[src/rtl/fb_port_arbiter.sv]
// Frame-buffer port arbiter: shares one single-port RAM between the decoder
// writer and the display reader. Grants are combinational. RAM controls are
// registered one cycle after the grant. Read data returns 1+RD_LATENCY cycles
// after rd_gnt.
// The display wins ties. An owner keeps the port for at most MAX_BURST
// consecutive grants while the other side is waiting. A requester holds its
// req and payload until it sees its gnt.
//
// Ports:
//   clk, reset_n              clock, async active-low reset
//   wr_req/wr_addr/wr_data    decoder write request; wr_gnt accepts it
//   rd_req/rd_addr            display read request; rd_gnt accepts it
//   rd_data/rd_valid          returned pixel, one rd_valid pulse per read, in order
//   mem_en/mem_we/mem_addr/mem_wdata   registered RAM controls
//   mem_rdata                 RAM read data, RD_LATENCY cycles after mem_en
module fb_port_arbiter #(
  parameter int ADDR_W     = 17,
  parameter int DATA_W     = 8,
  parameter int MAX_BURST  = 16,
  parameter int RD_LATENCY = 1
) (
  input  logic              clk,
  input  logic              reset_n,
  input  logic              wr_req,
  input  logic [ADDR_W-1:0] wr_addr,
  input  logic [DATA_W-1:0] wr_data,
  output logic              wr_gnt,
  input  logic              rd_req,
  input  logic [ADDR_W-1:0] rd_addr,
  output logic              rd_gnt,
  output logic [DATA_W-1:0] rd_data,
  output logic              rd_valid,
  output logic              mem_en,
  output logic              mem_we,
  output logic [ADDR_W-1:0] mem_addr,
  output logic [DATA_W-1:0] mem_wdata,
  input  logic [DATA_W-1:0] mem_rdata
);

  localparam int CNT_W = $clog2(MAX_BURST) + 1;
  localparam logic [CNT_W-1:0] CNT_MAX = CNT_W'(MAX_BURST);
  localparam logic [CNT_W-1:0] CNT_ONE = CNT_W'(1);

  typedef enum logic [1:0] {
    IDLE   = 2'd0,
    RD_OWN = 2'd1,
    WR_OWN = 2'd2
  } state_t;

  state_t           state;
  state_t           state_nxt;
  logic [CNT_W-1:0] burst_cnt;
  logic [CNT_W-1:0] cnt_nxt;
  logic             gnt_rd;
  logic             gnt_wr;

  // Read tag pipeline. Stage 0 lines up with mem_en. The last stage lines up
  // with the cycle in which the RAM presents the read data.
  logic [RD_LATENCY:0] rd_pipe;
  logic [DATA_W-1:0]   rd_hold;

  // ---------------------------------------------------------------------------
  // Owner state and burst counter
  // ---------------------------------------------------------------------------
  always_ff @(posedge clk or negedge reset_n) begin
    if (!reset_n) begin
      state     <= IDLE;
      burst_cnt <= '0;
    end else begin
      state     <= state_nxt;
      burst_cnt <= cnt_nxt;
    end
  end

  always_comb begin
    state_nxt = state;
    cnt_nxt   = burst_cnt;
    gnt_rd    = 1'b0;
    gnt_wr    = 1'b0;
    case (state)
      IDLE: begin
        if (rd_req) begin
          gnt_rd    = 1'b1;
          state_nxt = RD_OWN;
          cnt_nxt   = CNT_ONE;
        end else if (wr_req) begin
          gnt_wr    = 1'b1;
          state_nxt = WR_OWN;
          cnt_nxt   = CNT_ONE;
        end else begin
          cnt_nxt   = '0;
        end
      end
      RD_OWN: begin
        // The owner keeps the port unless the other side waits and the burst is spent.
        if (rd_req && (!wr_req || (burst_cnt < CNT_MAX))) begin
          gnt_rd = 1'b1;
          if (burst_cnt < CNT_MAX) begin
            cnt_nxt = burst_cnt + CNT_ONE;
          end
        end else if (wr_req) begin
          gnt_wr    = 1'b1;
          state_nxt = WR_OWN;
          cnt_nxt   = CNT_ONE;
        end else begin
          state_nxt = IDLE;
          cnt_nxt   = '0;
        end
      end
      WR_OWN: begin
        if (wr_req && (!rd_req || (burst_cnt < CNT_MAX))) begin
          gnt_wr = 1'b1;
          if (burst_cnt < CNT_MAX) begin
            cnt_nxt = burst_cnt + CNT_ONE;
          end
        end else if (rd_req) begin
          gnt_rd    = 1'b1;
          state_nxt = RD_OWN;
          cnt_nxt   = CNT_ONE;
        end else begin
          state_nxt = IDLE;
          cnt_nxt   = '0;
        end
      end
      default: begin
        state_nxt = IDLE;
        cnt_nxt   = '0;
      end
    endcase
  end

  // Grants are forced low while reset is held. The state register is already
  // IDLE then, but incoming requests would otherwise still produce a grant.
  assign rd_gnt = reset_n & gnt_rd;
  assign wr_gnt = reset_n & gnt_wr;

  // ---------------------------------------------------------------------------
  // Registered RAM access
  // ---------------------------------------------------------------------------
  always_ff @(posedge clk or negedge reset_n) begin
    if (!reset_n) begin
      mem_en    <= 1'b0;
      mem_we    <= 1'b0;
      mem_addr  <= '0;
      mem_wdata <= '0;
    end else begin
      mem_en <= rd_gnt | wr_gnt;
      mem_we <= wr_gnt;
      if (wr_gnt) begin
        mem_addr  <= wr_addr;
        mem_wdata <= wr_data;
      end else if (rd_gnt) begin
        mem_addr  <= rd_addr;
      end
    end
  end

  // ---------------------------------------------------------------------------
  // Read return
  // ---------------------------------------------------------------------------
  always_ff @(posedge clk or negedge reset_n) begin
    if (!reset_n) begin
      rd_pipe <= '0;
    end else begin
      rd_pipe <= {rd_pipe[RD_LATENCY-1:0], rd_gnt};
    end
  end

  assign rd_valid = rd_pipe[RD_LATENCY];

  // The RAM data is only guaranteed during the rd_valid cycle. It is passed
  // through in that cycle and latched, so rd_data keeps its value until the
  // next read returns.
  always_ff @(posedge clk or negedge reset_n) begin
    if (!reset_n) begin
      rd_hold <= '0;
    end else if (rd_valid) begin
      rd_hold <= mem_rdata;
    end
  end

  assign rd_data = rd_valid ? mem_rdata : rd_hold;

  // ---------------------------------------------------------------------------
  // Invariants
  // ---------------------------------------------------------------------------
  a_one_grant: assert property (@(posedge clk) disable iff (!reset_n)
    !(rd_gnt && wr_gnt));
  a_rd_gnt_req: assert property (@(posedge clk) disable iff (!reset_n)
    rd_gnt |-> rd_req);
  a_wr_gnt_req: assert property (@(posedge clk) disable iff (!reset_n)
    wr_gnt |-> wr_req);
  a_cnt_bound: assert property (@(posedge clk) disable iff (!reset_n)
    burst_cnt <= CNT_MAX);

endmodule
[config.mk]
export PLATFORM = sky130hd
export DESIGN_NAME = fb_port_arbiter
export DESIGN_NICKNAME = d
export VERILOG_FILES = /design/src/rtl/fb_port_arbiter.sv
export SDC_FILE = /design/constraint.sdc
export NUM_CORES = 1
export LEC_CHECK = 0
export BUFFER_PORTS_ARGS = -buffer_cell sky130_fd_sc_hd__clkbuf_2
export CAP_MARGIN = 25
export CORE_ASPECT_RATIO = 2
export CORE_MARGIN = 10
export CORE_UTILIZATION = 51
export CTS_BUF_LIST = sky130_fd_sc_hd__clkbuf_4 sky130_fd_sc_hd__clkbuf_8
export DETAILED_ROUTE_END_ITERATION = 8
export PLACE_DENSITY = 0.9
export SKIP_CTS_REPAIR_TIMING = 1
export SKIP_LAST_GASP = 1
export SLEW_MARGIN = 10
export SYNTH_ARGS = -nofsm -noshare
export SYNTH_HDL_FRONTEND = slang
export SYNTH_SLANG_ARGS = --single-unit
[constraint.sdc]
create_clock -name clk -period 5.6 [get_ports clk]
set_clock_uncertainty 0.2 [all_clocks]
set_input_delay 1.12 -clock clk [delete_from_list [all_inputs] [get_ports clk]]
set_output_delay 1.12 -clock clk [all_outputs]
set_load 0.005 [all_outputs]
=== After elaboration in Yosys (flattened, before gate mapping) ===
Cells that the tools add are included.

* Register bits: 44
* Input port bits: 54
* Output and inout bits: 38

* Add/subtract/negate cells: 1
* Order comparisons: 1
* Eq/ne operators: 5
* Muxes and demuxes: 26
* Bitwise logic cells: 3
* Reductions and logical operators: 9

{| class="wikitable"
|+ Operators with widths
! cell !! count
|-
| 2-to-1 mux 17 bit || 2
|-
| 2-to-1 mux 5 bit || 3
|-
| case mux 5 bit (3 select lines) || 1
|-
| 2-to-1 mux 1 bit || 11
|-
| 2-to-1 mux 2 bit || 5
|-
| 2-to-1 mux 8 bit || 1
|-
| case mux 1 bit (3 select lines) || 2
|-
| case mux 2 bit (3 select lines) || 1
|-
| adder 5 x 1 -> 5 bit (second input constant) || 1
|-
| less-than comparator 5 bit (second input constant) || 1
|-
| != test 2 bit (second input constant) || 2
|-
| != test 3 bit (second input constant) || 1
|-
| AND reduction 3 bit || 1
|-
| AND 1 bit || 2
|-
| == test 2 x 1 -> 1 bit (second input constant) || 1
|-
| == test 2 bit (second input constant) || 1
|-
| logical AND 1 bit || 2
|-
| zero test 1 bit || 2
|-
| zero test 2 bit || 1
|-
| logical OR 1 bit || 2
|-
| nonzero test 2 bit || 1
|-
| bitwise OR 1 bit || 1
|}

=== Longest topological paths before layout ===
* Depth in word-level cells: 8
* Gate-level depth with buffers: 8
* Mapped depth without buffers: 5

=== Worst setup path before layout ===
Ideal clock, no wire load.

* Path type: input to output
* From: input rd_req
* To: output wr_gnt
* Data arrival time: 2.307 ns
* Required time: 4.280 ns
* Path slack: 1.973 ns
* Stages: 7
* Cells stage by stage: buf_4 or3b_1 and4_1 buf_6 and2_4 buf_6 buf_2

* Longest elaborated chain between the ends: 6

{| class="wikitable"
|+ Ends and longest elaborated chain
! what !! RTL line !! text
|-
| start: declaration || 28 || <nowiki>input logic rd_req,</nowiki>
|-
| zero test 1 bit || 111 || <nowiki>if (wr_req && (!rd_req || (burst_cnt < CNT_MAX))) begin</nowiki>
|-
| logical OR 1 bit || 111 ||
|-
| logical AND 1 bit || 111 ||
|-
| 2-to-1 mux 1 bit || 111 ||
|-
| case mux 1 bit (3 select lines) (*) || 80 || <nowiki>case (state)</nowiki>
|-
| AND 1 bit (*) || 135 || <nowiki>assign wr_gnt = reset_n & gnt_wr;</nowiki>
|-
| end: declaration || 27 || <nowiki>output logic wr_gnt,</nowiki>
|}

Every way passes the cells marked *; elsewhere a longest branch is shown, timed or not.

=== Final worst setup path ===
Same ends and word-level chain as after synthesis.

==> reports/qor.yml <==
synthesis:
  synthMostInstantiatedCell: "dfrtp_1"
  synth_flop_cell: "dfrtp_1"
  synth_top_area_cell: "dfrtp_1"
  synthTopCellsByArea: "dfrtp_1, mux2_2, nand2_1"
  netlist_area_sq_um: 1920
  seq_area_frac_synth: 0.573
  synth-edff-count: 0
  synth_top_area_share: 0.573
  synth.distinct_cells: 30
  async_flop_share: 1.00
  yosys-top-cells-count: "dfrtp_1, nand2_1, nand3_1"
  ys_ff_latch: 44
  syn-instance-count: 174
  yosys_warnings: 0
  synth_fp_nets: 229
  avgSynthCellArea_sq_um: 11.0
grt:
  grt_util_all_layers: 0.154
  grt_overflow: 0
  first_global_vias: 1776
  antenna_found_initial: 0
  grt_pass1_wl_um: 8380
  grt_max_degree: 36
sta:
  finalMaxSlewViolations: 0
  rsz0062_at_grt: "no"
  worst_pin_slew_ns: 0.814
  hold_viol: 0
  final.setup.tns_ns: 0
  period_share: 0.723
  max_slew_margin: 0.456
  max_freq_mhz: 247
  fin_crit_ns: 4.05
  setup_viol: 0
cts:
  ctsHtreeMaxLevel: 2
  clock_latency_ns: 0.29
  cts_tree: "yes"
  cts_buffers: 5
  cts_root_buf: "clkbuf_8"
  clk_pin_slew_worst_paths_ns: 0.09
  cts_buffer_depth: 2
  cts_sinks: 44
critical_path:
  start_kind: "input port"
  rr_worst_depth: 4
  timing.rr.end: "mem_wdata[3]"
  required_ns: 4.28
  reg2reg_from: "burst_cnt[4]"
  path_class: "in2out"
  endpoint_kind: "output pin"
  crit_fanout: 27
  worstPathArrival_ns: 2.73
  regToRegSetupSlack_ns: 3.10
layout:
  final_nets: 316
  drive_above_1_share: 0.454
  antenna_cells: 0
  syn_to_final_growth_pct: 29.5
  fin_cells: 311
  final_area_sq_um: 2490
routing:
  routed_wirelength_um: 5160
  remaining_drc_errors: 0
  drt_pass1_iterations: 4
  vias: 1611
  wl_per_cell_um: 16.6
  detail-route-antenna-nets: 0
  viasPerCell: 5.18
  drtIter0Drc: 52
hold_path:
  hold_end: "rd_pipe[1]"
  holdCritPathClass: "reg2reg"
  min-delay-start: "rd_pipe[0]"
  hold_depth: 0
floorplanning:
  start_util: 0.527
  die_h_um: 107
  fp.dieArea_sq_um: 6770
  die_w_um: 63.4
  core.rowCount: 31
  core_sq_um: 3650
  io_pins: 92
pwr:
  power.total_uw: 814
  power_leakage_uw: 0.00122
  p_per_area_nw_per_um2: 327
  max-vdd-ir-drop_mv: 0.255
placement:
  io_buffers: 91
  place_area_sq_um: 2370
  gp_congestion: 0.760
  dp.cells: 303
  dp.final_hpwl_um: 4100
run_status:
  status: "completed"
run:
  drv_cap: 0
## power by group
group	internal [uW]	total [uW]	switching [uW]	leakage (uW)
sequential	369	396	26.9	0.000536
combinational	89.6	174	84.0	0.000629
clock	134	244	110	0.0000548
## worst max-delay path, cell delays in order
cell	delay, ns
clkbuf_2	0.15
or3b_1	0.17
and4_1	0.63
and2_4	0.47
clkbuf_2	0.18
## cell usage in the layout (no fill, tap or decap), drive strengths merged, types with 2 or more instances in the layout
cell type	synthesis	layout
o211ai	18	18
a31oi	2	2
and2	2	2
nand2	36	36
nand3	18	18
nor2	5	5
nor2b	2	2
dfrtp	44	44
nand3b	2	2
inv	2	3
a21oi	4	4
mux2	16	16
clkbuf	7	96
## state kept, by name (all words and copies together), names as in the netlist
name and cells:
mem_wdata 8, rd_pipe 2, state 2, mem_we 1, mem_addr 17, mem_en 1
rd_hold 8, burst_cnt 5
## cell families (layout without fill, tap and decap cells)
| kind of cell | count (synthesis) | after routing | synth area share |
|---|---|---|---|
| buf+inv | 15 | 103 | 0.0436 |
| mux | 17 | 17 | 0.103 |
| simple gates | 68 | 68 | 0.162 |
| fa+ha+maj | 1 | 1 | 0.00651 |
| xor+xnor | 2 | 2 | 0.00912 |
| compound gates | 27 | 27 | 0.103 |
| flops | 44 | 44 | 0.573 |
## per-stage QoR
step	utilization	setup slack [ns]	hold slack, ns
global placement	0.651	1.57	0.137
CTS	0.683	1.53	0.158
global route	0.683	1.40	0.171
finish	0.683	1.55	0.146
floorplan	-	1.97	0.131
detailed placement	0.651	1.53	0.141
## area by class of cell
cell class | instances | area, sq um
fillers | 325 | 1160
clock buffers | 5 | 68.8
clock inverters | 3 | 46.3
flip-flops and latches | 44 | 1100
multi-input cells | 115 | 737
inverters | 3 | 11.3
repair buffers | 92 | 463
well taps | 49 | 61.3
## metal layers
layer | track usage | share of wire
met1 | 0.148 | 0.35
met5 | 0 | 0
met2 | 0.277 | 0.55
met3 | 0.0469 | 0.063
met4 | 0.0896 | 0.033
## how the worst max path moves through the flow
stage	from	to	slack, ns
2_1_floorplan	rd_req	wr_gnt	1.97
3_5_place_dp	rd_req	wr_gnt	1.53
6_report	rd_req	wr_gnt	1.55
5_1_grt	rd_req	wr_gnt	1.40
3_3_place_gp	rd_req	wr_gnt	1.57
4_1_cts	rd_req	wr_gnt	1.53
(Power assumes the default switching activity.)
